[src/rtl/packet_burst_arbiter.sv]
// Packet-locked round-robin arbiter: critical-first selection, grant held until the last beat.
// Optional starvation boost enabled by defining PACKET_ARBITER_STARVATION_BOOST_EN.
module packet_burst_arbiter #(
    parameter int unsigned SINGLE_REQUEST_WIDTH_IN_BITS = 64,
    parameter int unsigned NUM_REQUEST                  = 4,
    parameter int unsigned NUM_REQUEST_LOG2             = $clog2(NUM_REQUEST),
    parameter int unsigned STARVE_THRESHOLD             = 8,
    parameter int unsigned STARVE_CNT_WIDTH             = 8
) (
    input  logic                                                clk_in,
    input  logic                                                reset_n_in,
    input  logic [SINGLE_REQUEST_WIDTH_IN_BITS*NUM_REQUEST-1:0] request_flatted_in,
    input  logic [NUM_REQUEST-1:0]                              request_valid_flatted_in,
    input  logic [NUM_REQUEST-1:0]                              request_last_flatted_in,
    input  logic [NUM_REQUEST-1:0]                              request_critical_flatted_in,
    output logic [NUM_REQUEST-1:0]                              issue_ack_out,
    output logic [SINGLE_REQUEST_WIDTH_IN_BITS-1:0]             request_out,
    output logic                                                request_last_out,
    output logic                                                request_valid_out,
    input  logic                                                issue_ack_in,
    output logic [NUM_REQUEST_LOG2-1:0]                         grant_index_out,
    output logic                                                busy_out
);

    localparam int unsigned W  = SINGLE_REQUEST_WIDTH_IN_BITS;
    localparam int unsigned N  = NUM_REQUEST;
    localparam int unsigned IW = NUM_REQUEST_LOG2;

    // Elaboration-time sanity check of the configuration.
    if (N < 2 || STARVE_THRESHOLD < 1 || STARVE_THRESHOLD > 255 ||
        64'(STARVE_THRESHOLD) >= (64'd1 << STARVE_CNT_WIDTH)) begin : g_cfg_check
        $error("packet_burst_arbiter: invalid parameter configuration");
    end

    typedef enum logic {IDLE, LOCKED} state_t;

    state_t          state;
    logic [IW-1:0]   owner;
    logic [IW-1:0]   last_send_index;

    logic [N-1:0]    eff_crit;
    logic [N-1:0]    crit_valid;
    logic [N-1:0]    cand;
    logic [IW-1:0]   rr_idx;
    logic            rr_found;
    logic [IW-1:0]   sel_idx;
    logic            sel_valid;
    logic            sel_last;
    logic [W-1:0]    sel_data;
    logic            slot_free;
    logic            accept;
    int unsigned     rr_pos;

`ifdef PACKET_ARBITER_STARVATION_BOOST_EN
    localparam logic [STARVE_CNT_WIDTH-1:0] STARVE_MAX = STARVE_CNT_WIDTH'(STARVE_THRESHOLD);

    logic [STARVE_CNT_WIDTH-1:0] starve_cnt [N];

    // Saturating wait counters; any ack to a requester clears its count.
    always_ff @(posedge clk_in or negedge reset_n_in) begin
        if (!reset_n_in) begin
            for (int i = 0; i < int'(N); i++) starve_cnt[i] <= '0;
        end else begin
            for (int i = 0; i < int'(N); i++) begin
                if (issue_ack_out[i])
                    starve_cnt[i] <= '0;
                else if (request_valid_flatted_in[i] && starve_cnt[i] < STARVE_MAX)
                    starve_cnt[i] <= STARVE_CNT_WIDTH'(starve_cnt[i] + 1'b1);
            end
        end
    end

    always_comb begin
        eff_crit = request_critical_flatted_in;
        for (int i = 0; i < int'(N); i++)
            if (starve_cnt[i] == STARVE_MAX) eff_crit[i] = 1'b1;
    end
`else
    assign eff_crit = request_critical_flatted_in;
`endif

    assign slot_free = ~request_valid_out | issue_ack_in;

    // Round-robin search over the critical set, falling back to all valid requesters.
    always_comb begin
        crit_valid = request_valid_flatted_in & eff_crit;
        cand       = (crit_valid != '0) ? crit_valid : request_valid_flatted_in;
        rr_idx     = '0;
        rr_found   = 1'b0;
        rr_pos     = 0;
        for (int unsigned i = 1; i <= N; i++) begin
            rr_pos = 32'(last_send_index) + i;
            if (rr_pos >= N) rr_pos = rr_pos - N;
            if (!rr_found && cand[rr_pos]) begin
                rr_found = 1'b1;
                rr_idx   = IW'(rr_pos);
            end
        end
    end

    // A locked packet bypasses selection and only its owner may proceed.
    always_comb begin
        sel_idx   = rr_idx;
        sel_valid = rr_found;
        if (state == LOCKED) begin
            sel_idx   = owner;
            sel_valid = request_valid_flatted_in[owner];
        end
        accept        = sel_valid & slot_free;
        sel_last      = request_last_flatted_in[sel_idx];
        sel_data      = request_flatted_in[sel_idx*W +: W];
        issue_ack_out = '0;
        if (accept) issue_ack_out[sel_idx] = 1'b1;
    end

    always_ff @(posedge clk_in or negedge reset_n_in) begin
        if (!reset_n_in) begin
            state             <= IDLE;
            owner             <= '0;
            last_send_index   <= IW'(N - 1);
            request_out       <= '0;
            request_last_out  <= 1'b0;
            request_valid_out <= 1'b0;
            grant_index_out   <= '0;
        end else begin
            if (accept) begin
                request_out       <= sel_data;
                request_last_out  <= sel_last;
                request_valid_out <= 1'b1;
                grant_index_out   <= sel_idx;
                if (state == IDLE) begin
                    if (sel_last) begin
                        last_send_index <= sel_idx;
                    end else begin
                        state <= LOCKED;
                        owner <= sel_idx;
                    end
                end else if (sel_last) begin
                    state           <= IDLE;
                    last_send_index <= owner;
                end
            end else if (slot_free) begin
                request_out       <= '0;
                request_last_out  <= 1'b0;
                request_valid_out <= 1'b0;
            end
        end
    end

    assign busy_out = (state == LOCKED);

endmodule

[config.mk]
export PLATFORM = sky130hd
export DESIGN_NAME = packet_burst_arbiter
export DESIGN_NICKNAME = d
export VERILOG_FILES = /design/src/rtl/packet_burst_arbiter.sv
export SDC_FILE = /design/constraint.sdc
export NUM_CORES = 1
export LEC_CHECK = 0
export CAP_MARGIN = 20
export CORE_AREA = 4 4 132 134
export CTS_CLUSTER_SIZE = 25
export DETAILED_ROUTE_END_ITERATION = 8
export DIE_AREA = 0 0 136 138
export DONT_BUFFER_PORTS = 1
export PLACE_DENSITY = 0.52
export SLEW_MARGIN = 20
export SYNTH_ARGS = -nofsm -noshare
export SYNTH_HDL_FRONTEND = slang
export SYNTH_SLANG_ARGS = --single-unit
[constraint.sdc]
create_clock -name clk_in -period 6.2 [get_ports clk_in]
set_input_delay 0.62 -clock clk_in [delete_from_list [all_inputs] [get_ports clk_in]]
set_output_delay 0.62 -clock clk_in [all_outputs]
set_load 0.05 [all_outputs]
==> results of run 1 <==
==> Yosys cell counts, types with 4 or more instances <==
cell	number	share of area [%]
nand2_1	267	20
a21oi_1	124	12
dfrtp_1	71	35
a211o_1	65	11
clkbuf_1	27	2.0
buf_2	25	2.4
a21oi_2	12	2.1
o21ai_0	11	1.1
nor2_1	9	0.66
inv_1	6	0.44
buf_6	4	0.88
mux2i_1	4	0.78
nand2b_1	4	0.49
nand3_1	4	0.39
o21a_1	4	0.59
==> where the power goes <==
part / leakage (nW) / total (mW) / switching [mW] / internal (mW)
Clock: 0.151 / 0.558 / 0.198 / 0.360
Sequential: 0.938 / 1.42 / 0.757 / 0.666
Combinational: 1.69 / 1.90 / 1.24 / 0.668
Total: 2.78 / 3.88 / 2.19 / 1.69
==> layer usage <==
layer / vias up / part of all wire [%] / track usage, %
met5: - / 0 / 0
met4: 0 / 2.4 / 5.99
met3: 30 / 9.5 / 5.16
met2: 271 / 51 / 30.3
met1: 2411 / 37 / 20.3
li1: 2321 / - / -
==> path summary, 6_finish.rpt <==
path	start	endpoint	slack, ns	cells past startpoint
max reg2reg	last_send_index[0]	last_send_index[1]	2.08	11
max in group asynchronous	reset_n_in	request_last_out	5.74	1
min in group clk_in	request_last_flatted_in[3]	last_send_index[1]	0.50	2
min reg2reg	owner[1]	owner[1]	0.66	1
min	reset_n_in	last_send_index[0]	0.13	0
max	last_send_index[0]	issue_ack_out[3]	1.84	8
==> final cells by class <==
class                   count  area share (%)
well taps                 220            4.99
flip-flops and latches     73            33.1
clock buffers              10            4.33
inverters                   6           0.408
repair buffers              8            1.45
multi-input cells         553            54.2
clock inverters             5            1.45
==> logic make-up after synthesis <==
group | after synthesis
AND/OR/NAND/NOR | 296
flip-flops | 73
multiplexers | 5
buffers and inverters | 65
AO/OA/AOI/OAI | 252
==> state kept, by name (all words and copies together) (netlist names) <==
signal             flops
busy_out               1
grant_index_out        2
last_send_index        2
owner                  2
request_last_out       1
request_out           64
request_valid_out      1
==> metrics by stage <==
step / utilization, % / area [µm²] / instances / total power [mW] / hold slack, ns
final: 33.9 / 5520 / 875 / 3.88 / 0.133
after global routing: 33.9 / 5520 / 875 / 4.21 / 0.106
after CTS: 33.9 / 5520 / 875 / 3.92 / 0.105
after detailed placement: 31.8 / 5170 / 859 / 3.33 / 0.326
after global placement: 31.8 / 5170 / 859 / 3.28 / 0.326
after floorplan: - / 5120 / 691 / 2.99 / 0.324
==> worst max-delay path, cell delays in order (launching register included) <==
cell and delay [ns]:
dfstp_2 0.75, nor2_1 0.07, a221o_1 0.35, nor2_1 0.20, a21oi_1 0.11, a21oi_2 0.32
a22oi_4 0.13, nand2b_2 0.59, nor2_1 0.87
==> run metrics, run 1 <==
multiplexer share of the synthesized area=1.22%; status=complete, no violations; WL per Instance=19.5 µm; CTS Buffer Depth=2; RSZ-0062 raised after global routing=false; clk_skew=0.00694 ns; Rows=47; TritonCTS clock tree=done; prevailing post-synth register cell=dfrtp_1; peak supply drop=approximately 250 µV; post-synthesis compound-gate area fraction=~34%; Initial Util=31.4%; Fin. Hold Viols=0; main combinational cell family by area after synthesis=compound AO/OA/AOI/OAI gates; leakage power=2.78 nW; pin count of the biggest net entering global routing=between 70 and 80; IO Count=344; drt first pass iters=6; nets@finish=922; Clock Pin Slew Worst Setup and Hold Paths=0.05 ns; pwr/cell area=a little over 700 nW/µm²; DRC errors left=0; Synth Net Count=962; grt total ovfl=0; initial antenna violation count=0; critical path peak fanout=35; first-pass GRT wire length=26300 µm; via count=about 5000; flops & latches, synth=73; Buffers on Ports=0; adder-cell share of the synthesized area=0%; routed wire length=17100 µm; H-tree depth=3; number of max-cap violations=0; area of the multi-input gates=2990 µm²; final worst slack=1.84 ns; layout cells sized above 1=7.33%; Worst-Margin Slew=about 0.90 ns; Fillers=between 1500 and 2000; distinct cell type count after synthesis=51; area of the mapped netlist=around 5000 µm²; fmax=229 MHz; Seq/Total Area, Yosys=35.8%; Sink Count=73; post-route setup TNS=0 ns; Root Buffer Master=clkbuf_16; clk_lat worst skew=0.33 ns; CORE AREA=16300 µm²; Die Wd=136 µm; CP arrival=between 3 and 4 ns; gpl congestion=0.913; total area of sequential cells=1830 µm²; via density per instance=between 5 and 6; fin crit period=4.36 ns; Die H=approximately 140 µm; most frequent cells in the layout=nand2_1 (266), a21oi_1 (124), dfrtp_1 (71), a211o_1 (65), a21oi_2 (12); Synth-to-Final Area Change=7.87%; period utilization=a little over two thirds; vias in the first global route=roughly 5100; HP Class=input pin to asynchronous set/reset pin; Post-Syn Instances=roughly 690; Synth Area in XOR/XNOR=0%; pre-CTS setup slack=roughly 2.1 ns; Critical Path RT=5.58 ns; Final setup violation count=0; CTS buffer count=9; die footprint=18800 µm²; simple-gate area share of the yosys netlist=22.8%; Final ANT Viol Nets=0; Slew HR=39.5%; DRT iter0 DRCs=345; GRT Total Usage=17.4%; post-CTS sizing=0; hold_buf cts=1; synthesized area per cell=7.40 µm²; startpoint class of the critical path=flip-flop; ys async rst share=100%; most common cell after layout, fill and taps aside=nand2_1; Synth Warn #=0; Slew Limit Fails=0; Setup CP Type=flip-flop to output pin; number of setup buffers added after CTS=0; DP HPWL=12800 µm; Setup crit end kind=output pin; EDFF count, synth=0; # diodes=0
Note: power is estimated with default switching activity, not from simulation.
==> run 2: changes to the inputs <==
==> constraint.sdc (replaced) <==
create_clock -name clk_in -period 4.3 [get_ports clk_in]
set_input_delay 0.43 -clock clk_in [delete_from_list [all_inputs] [get_ports clk_in]]
set_output_delay 0.43 -clock clk_in [all_outputs]
set_load 0.05 [all_outputs]
==> run 2 against run 1 <==
Routed wire length down 1.0%. Clock skew about the same. First-iteration DRC count is 9.6% lower. Critical path depth grew 1. Sequential power grew 44%. Largest cell class unchanged. Via count is 0.50% lower. Final cell count increased by 0.80%. Register-to-register slack worse by 1.3 ns. Power grew 43%. Highest routed layer unchanged.
==> run metrics, run 2 (synthesis gave the netlist of run 1 again) <==
Root Buffer Master=clkbuf_16; post-CTS sizing=0 (unchanged); clock share of power=12.6% (-1.8 points); Slew Limit Fails=0 (unchanged); gpl congestion=0.919 (+0.66%); max reg flops=64 (unchanged); Fin. Hold Viols=0 (unchanged); startpoint class of the critical path=flip-flop; worst-case reg-to-reg path depth=10 (-1); IO Count=344 (unchanged); Initial Util=31.4% (unchanged); clk_lat worst skew=0.33 ns (about the same); overall power=5.56 mW (+43%); grt total ovfl=0 (unchanged); pin count of the biggest net entering global routing=74 (+2.8%); net load switching power=3.15 mW (+44%); vias in the first global route=5017 (-1.1%); Sink Count=73 (unchanged); Die Wd=136 µm (unchanged); number of setup buffers added after CTS=0 (unchanged); fmax=265 MHz; CTS buffer count=9 (unchanged); Final ANT Viol Nets=0 (unchanged); post-route setup TNS=0 ns (unchanged); peak supply drop=414 µV (+68%); nets@finish=928 (+0.65%); Buffers on Ports=0 (unchanged); DP HPWL=12600 µm (-1.1%); pwr/cell area=1000 nW/µm² (+42%); CORE AREA=16300 µm² (unchanged); WL per Instance=19.2 µm (-1.8%); cell depth of the worst min-delay path=2; Clock Pin Slew Worst Setup and Hold Paths=0.06 ns (about the same); Logic pwr share=50.7% (+1.7 points); GRT Total Usage=17.3% (-0.073 points); die footprint=18800 µm² (unchanged); register with the most flip-flops=request_out; leakage power=2.81 nW (+1.0%); most frequent cells in the layout=nand2_1 (266), a21oi_1 (124), dfrtp_1 (71), a211o_1 (65), a21oi_2 (12); CP arrival=3.35 ns (-0.39 ns); critical path peak fanout=36 (+2.9%); number of max-cap violations=0 (unchanged); period utilization=87.9%; sw frac=56.6% (+0.23 points); Rows=47 (unchanged); Slew HR=35.6% (-3.9 points); cell area after placement=5240 µm² (+1.2%); clk_skew=0.00711 ns (+0.000168 ns); flop2flop setup slack=0.79 ns (-1.29 ns); routed wire length=16900 µm (-1.0%); Synth-to-Final Area Change=8.44%; Seq pwr share=36.7% (about the same); DRT iter0 DRCs=312 (-9.6%); # diodes=0 (unchanged); HP Class=input pin to flip-flop; via density per instance=5.68 (-1.3%); H-tree depth=3 (unchanged); status=complete, no violations; Die H=138 µm (unchanged); Setup crit end kind=output pin; via count=5008 (-0.50%); cell-internal power=2.41 mW (+42%); most common cell after layout, fill and taps aside=nand2_1; initial antenna violation count=0 (unchanged); Worst-Margin Slew=0.964 ns (+0.0596 ns); Critical Path RT=3.87 ns (-1.71 ns); fin crit period=3.78 ns; drt first pass iters=9 (+3); layout cells sized above 1=7.85% (+0.53 points); TritonCTS clock tree=done; Setup CP Type=flip-flop to output pin; Final setup violation count=0 (unchanged); DRC errors left=0 (unchanged); CTS Buffer Depth=2 (unchanged); hold_buf cts=2 (+1); RSZ-0062 raised after global routing=false; first-pass GRT wire length=26200 µm (-0.34%); design area=5550 µm² (+0.52%)
==> run 2: through the flow <==
| stage | hold WS [ns] | util, % | setup slack [ns] | instances |
|---|---|---|---|---|
| CTS | 0.317 | 34.1 | 0.496 | 882 |
| detailed placement | 0.136 | 32.1 | 0.810 | 864 |
| global route | 0.359 | 34.1 | 0.226 | 882 |
| global placement | 0.137 | 32.1 | 0.989 | 864 |
| finish | 0.340 | 34.1 | 0.520 | 882 |
| floorplan | 0.134 | - | 1.09 | 691 |
==> run 2: cell type report <==
type                       count  area [µm²]
clock buffer                  13         260
clock inverter                 3        15.0
fill                        1713       10700
inverter                       6        22.5
multi-input combinational    553        2990
sequential                    73        1830
tap                          220         275
timing repair buffer          14         153
==> run 2: power groups by stage <==
stage | registers, mW | clock network [mW] | logic, mW
after floorplan | 1.93 | 0 | 2.38
after global placement | 2.06 | 0 | 2.71
after detailed placement | 2.05 | 0 | 2.81
after CTS | 2.04 | 0.735 | 2.83
after global routing | 2.07 | 0.760 | 3.21
final | 2.04 | 0.701 | 2.82
==> run 2: per-layer routing <==
metal	share of wire [%]	track usage, %
met5	0	0
met4	3.0	7.16
met3	8.9	4.18
met2	51	30.3
met1	37	20.2
==> run 2: path summary, 6_finish.rpt <==
check | end | startpoint
min | last_send_index[1] | request_last_flatted_in[3]
min in group asynchronous | request_out[25] | reset_n_in
max reg2reg | request_out[62] | last_send_index[0]
max | issue_ack_out[2] | last_send_index[0]
max in group asynchronous | last_send_index[1] | reset_n_in
min reg2reg | owner[0] | owner[0]
==> run 2: worst max-delay path: stages (launching register included) <==
cell and delay (ns):
dfstp_2 0.73, nor2_1 0.07, a221o_1 0.35, nor2_1 0.20, a21oi_1 0.12, a21oi_2 0.32, o21a_1 0.29, nand2_2 0.48
nor2_1 0.24, buf_4 0.23
==> run 3: changes to the inputs <==
--- a/config.mk
+++ b/config.mk
@@ -6,12 +6,12 @@
 export NUM_CORES = 1
 export LEC_CHECK = 0
 export CAP_MARGIN = 20
-export CORE_AREA = 4 4 132 134
+export CORE_MARGIN = 10
+export CORE_UTILIZATION = 36
 export CTS_CLUSTER_SIZE = 25
 export DETAILED_ROUTE_END_ITERATION = 8
-export DIE_AREA = 0 0 136 138
 export DONT_BUFFER_PORTS = 1
-export PLACE_DENSITY = 0.52
+export PLACE_DENSITY = 0.57
 export SLEW_MARGIN = 20
 export SYNTH_ARGS = -nofsm -noshare
 export SYNTH_HDL_FRONTEND = slang
==> run 3 against run 2 <==
Sequential power about the same. Power up 1.8%. Global-route usage up 0.99 points. Critical path type unchanged. Largest power group unchanged.
==> run metrics, run 3 (synthesis gave the netlist of run 1 again) <==
clk_skew=0.00584 ns (-0.00126 ns); startpoint class of the critical path=flip-flop; Slew Limit Fails=0 (unchanged); DP HPWL=14800 µm (+17%); layout cells sized above 1=8.16% (+0.30 points); Fillers=1448 (-15%); Setup crit end kind=output pin; grt met1 use=19.0% (-1.2 points); sw frac=56.0% (-0.68 points); die footprint=19400 µm² (+3.3%); most frequent cells in the layout=nand2_1 (266), a21oi_1 (124), dfrtp_1 (71), a211o_1 (65), a21oi_2 (12); CP max-delay cell=dfstp_2; Fin. Hold Viols=0 (unchanged); post-route setup TNS=0 ns (unchanged); WL per Instance=22.4 µm (+17%); Final setup violation count=0 (unchanged); Die Wd=139 µm (+2.4%); via count=5039 (+0.62%); Die H=139 µm (+0.88%); H-tree depth=3 (unchanged); pin count of the biggest net entering global routing=74 (unchanged); number of max-cap violations=0 (unchanged); status=complete, no violations; most common cell after layout, fill and taps aside=nand2_1; final hold slack=0.350 ns (+0.00941 ns); Root Buffer Master=clkbuf_16; HP Class=input pin to flip-flop; Worst-Margin Slew=0.757 ns (-0.207 ns); peak supply drop=437 µV (+5.7%); Final ANT Viol Nets=0 (unchanged); busiest layer in global routing=met2; period utilization=85.0% (-2.9 points); # diodes=0 (unchanged); post-CTS sizing=0 (unchanged); nets@finish=928 (unchanged); clk_lat worst skew=0.34 ns (about the same); critical-path cell list=nor2_1 -> a221o_1 -> nor2_1 -> a21oi_1 -> a21oi_2 -> o21a_1 -> nand2_2 -> nor2_1 -> buf_4; Rows=43 (-8.5%); met3 GRT Util=9.80% (+5.6 points); fin crit period=3.65 ns (-0.127 ns); pwr/cell area=1020 nW/µm² (+2.0%); via density per instance=5.98 (+5.4%); net load switching power=3.17 mW (+0.61%); Slew HR=49.4% (+14 points); routed wire length=18800 µm (+12%); Clock Pin Slew Worst Setup and Hold Paths=0.06 ns (about the same); register with the most flip-flops=request_out; GRT Total Usage=18.3% (+0.99 points); DRT iter0 DRCs=343 (+9.9%); max reg flops=64 (unchanged); first-pass GRT wire length=29000 µm (+11%); CTS Buffer Depth=2 (unchanged); TritonCTS clock tree=done; vias in the first global route=5215 (+3.9%); leakage power=2.82 nW (+0.23%); Setup CP Type=flip-flop to output pin; Sink Count=73 (unchanged); Seq pwr share=36.5% (-0.2 points); grt total ovfl=0 (unchanged); met2 usage=31.7% (+1.4 points); Synth-to-Final Area Change=8.29%; gpl congestion=0.954 (+3.9%); CP arrival=3.22 ns (-0.13 ns); initial antenna violation count=0 (unchanged); Buffers on Ports=0 (unchanged); RSZ-0062 raised after global routing=false; drt first pass iters=5 (-4); Critical Path RT=3.87 ns (about the same); fmax=274 MHz (+3.5%); critical path peak fanout=33 (-8.3%); CORE AREA=13900 µm² (-15%); Logic pwr share=49.2% (-1.5 points); Initial Util=36.9% (+5.4 points); DRC errors left=0 (unchanged); clock share of power=14.3% (+1.7 points); crit-path max cell delay=0.73 ns (about the same); cell-internal power=2.49 mW (+3.4%); most frequent CP cell=nor2_1; CTS buffer count=9 (unchanged); IO Count=344 (unchanged)
[run 3: path summary, 6_finish.rpt]
path / startpoint / end / slack, ns / cells past startpoint
worst min-delay path: request_last_flatted_in[3] / last_send_index[1] / 0.35 / 2
worst max register to register: last_send_index[0] / request_out[5] / 0.85 / 10
min in group asynchronous: reset_n_in / request_out[0] / 0.64 / 2
worst min register to register: owner[0] / owner[0] / 0.63 / 1
max in group asynchronous: reset_n_in / last_send_index[1] / 3.31 / 2
worst max-delay path: last_send_index[0] / issue_ack_out[0] / 0.65 / 9
[run 3: final cells by class]
class                      count  area [µm²]  share of cell area, %
clock buffer                  10         239                   4.31
tap                          180         225                   4.07
multi-input combinational    553        2990                   54.0
inverter                       6        22.5                  0.407
timing repair buffer          14         140                   2.53
clock inverter                 6        91.3                   1.65
sequential                    73        1830                   33.0
[run 3: repair_timing]
| action | 4_1_cts | 5_1_grt |
|---|---|---|
| hold buffers | 2 | 0 |
| buffers inserted | 0 | 0 |
| hold endpoints to repair | 73 | 0 |
[run 3: worst max-delay path: cells and delay by family, from the launching register on]
kind                   cells  cell delay (ns)
DFF                        1             0.73
AOI/OAI and AO/OA          4             1.06
and+or+nand+nor            4             0.86
buffers and inverters      1             0.22
[run 3: power groups by stage]
stage	clock (mW)	combinational, mW	sequential [mW]
final	0.812	2.78	2.07
after global placement	0	2.71	2.09
after CTS	0.840	2.81	2.07
after global routing	0.875	3.15	2.09
after floorplan	0	2.38	1.93
after detailed placement	0	2.78	2.09
[run 3: through the flow]
step / std cells / cell area [µm²] / total power [mW] / worst slack (ns) / util (%)
2_1_floorplan: 691 / 5120 / 4.31 / 1.09 / -
3_3_place_gp: 824 / 5170 / 4.80 / 0.872 / 37.3
3_5_place_dp: 824 / 5170 / 4.87 / 0.816 / 37.3
4_1_cts: 842 / 5540 / 5.72 / 0.567 / 39.9
5_1_grt: 842 / 5540 / 6.11 / 0.388 / 39.9
6_report: 842 / 5540 / 5.66 / 0.647 / 39.9
[run 3: metal layers]
metal  up-vias  routed length, µm
met5         -                  0
met1      2379               6660
met4         0                365
met2       295               9570
li1       2337                  -
met3        28               2250
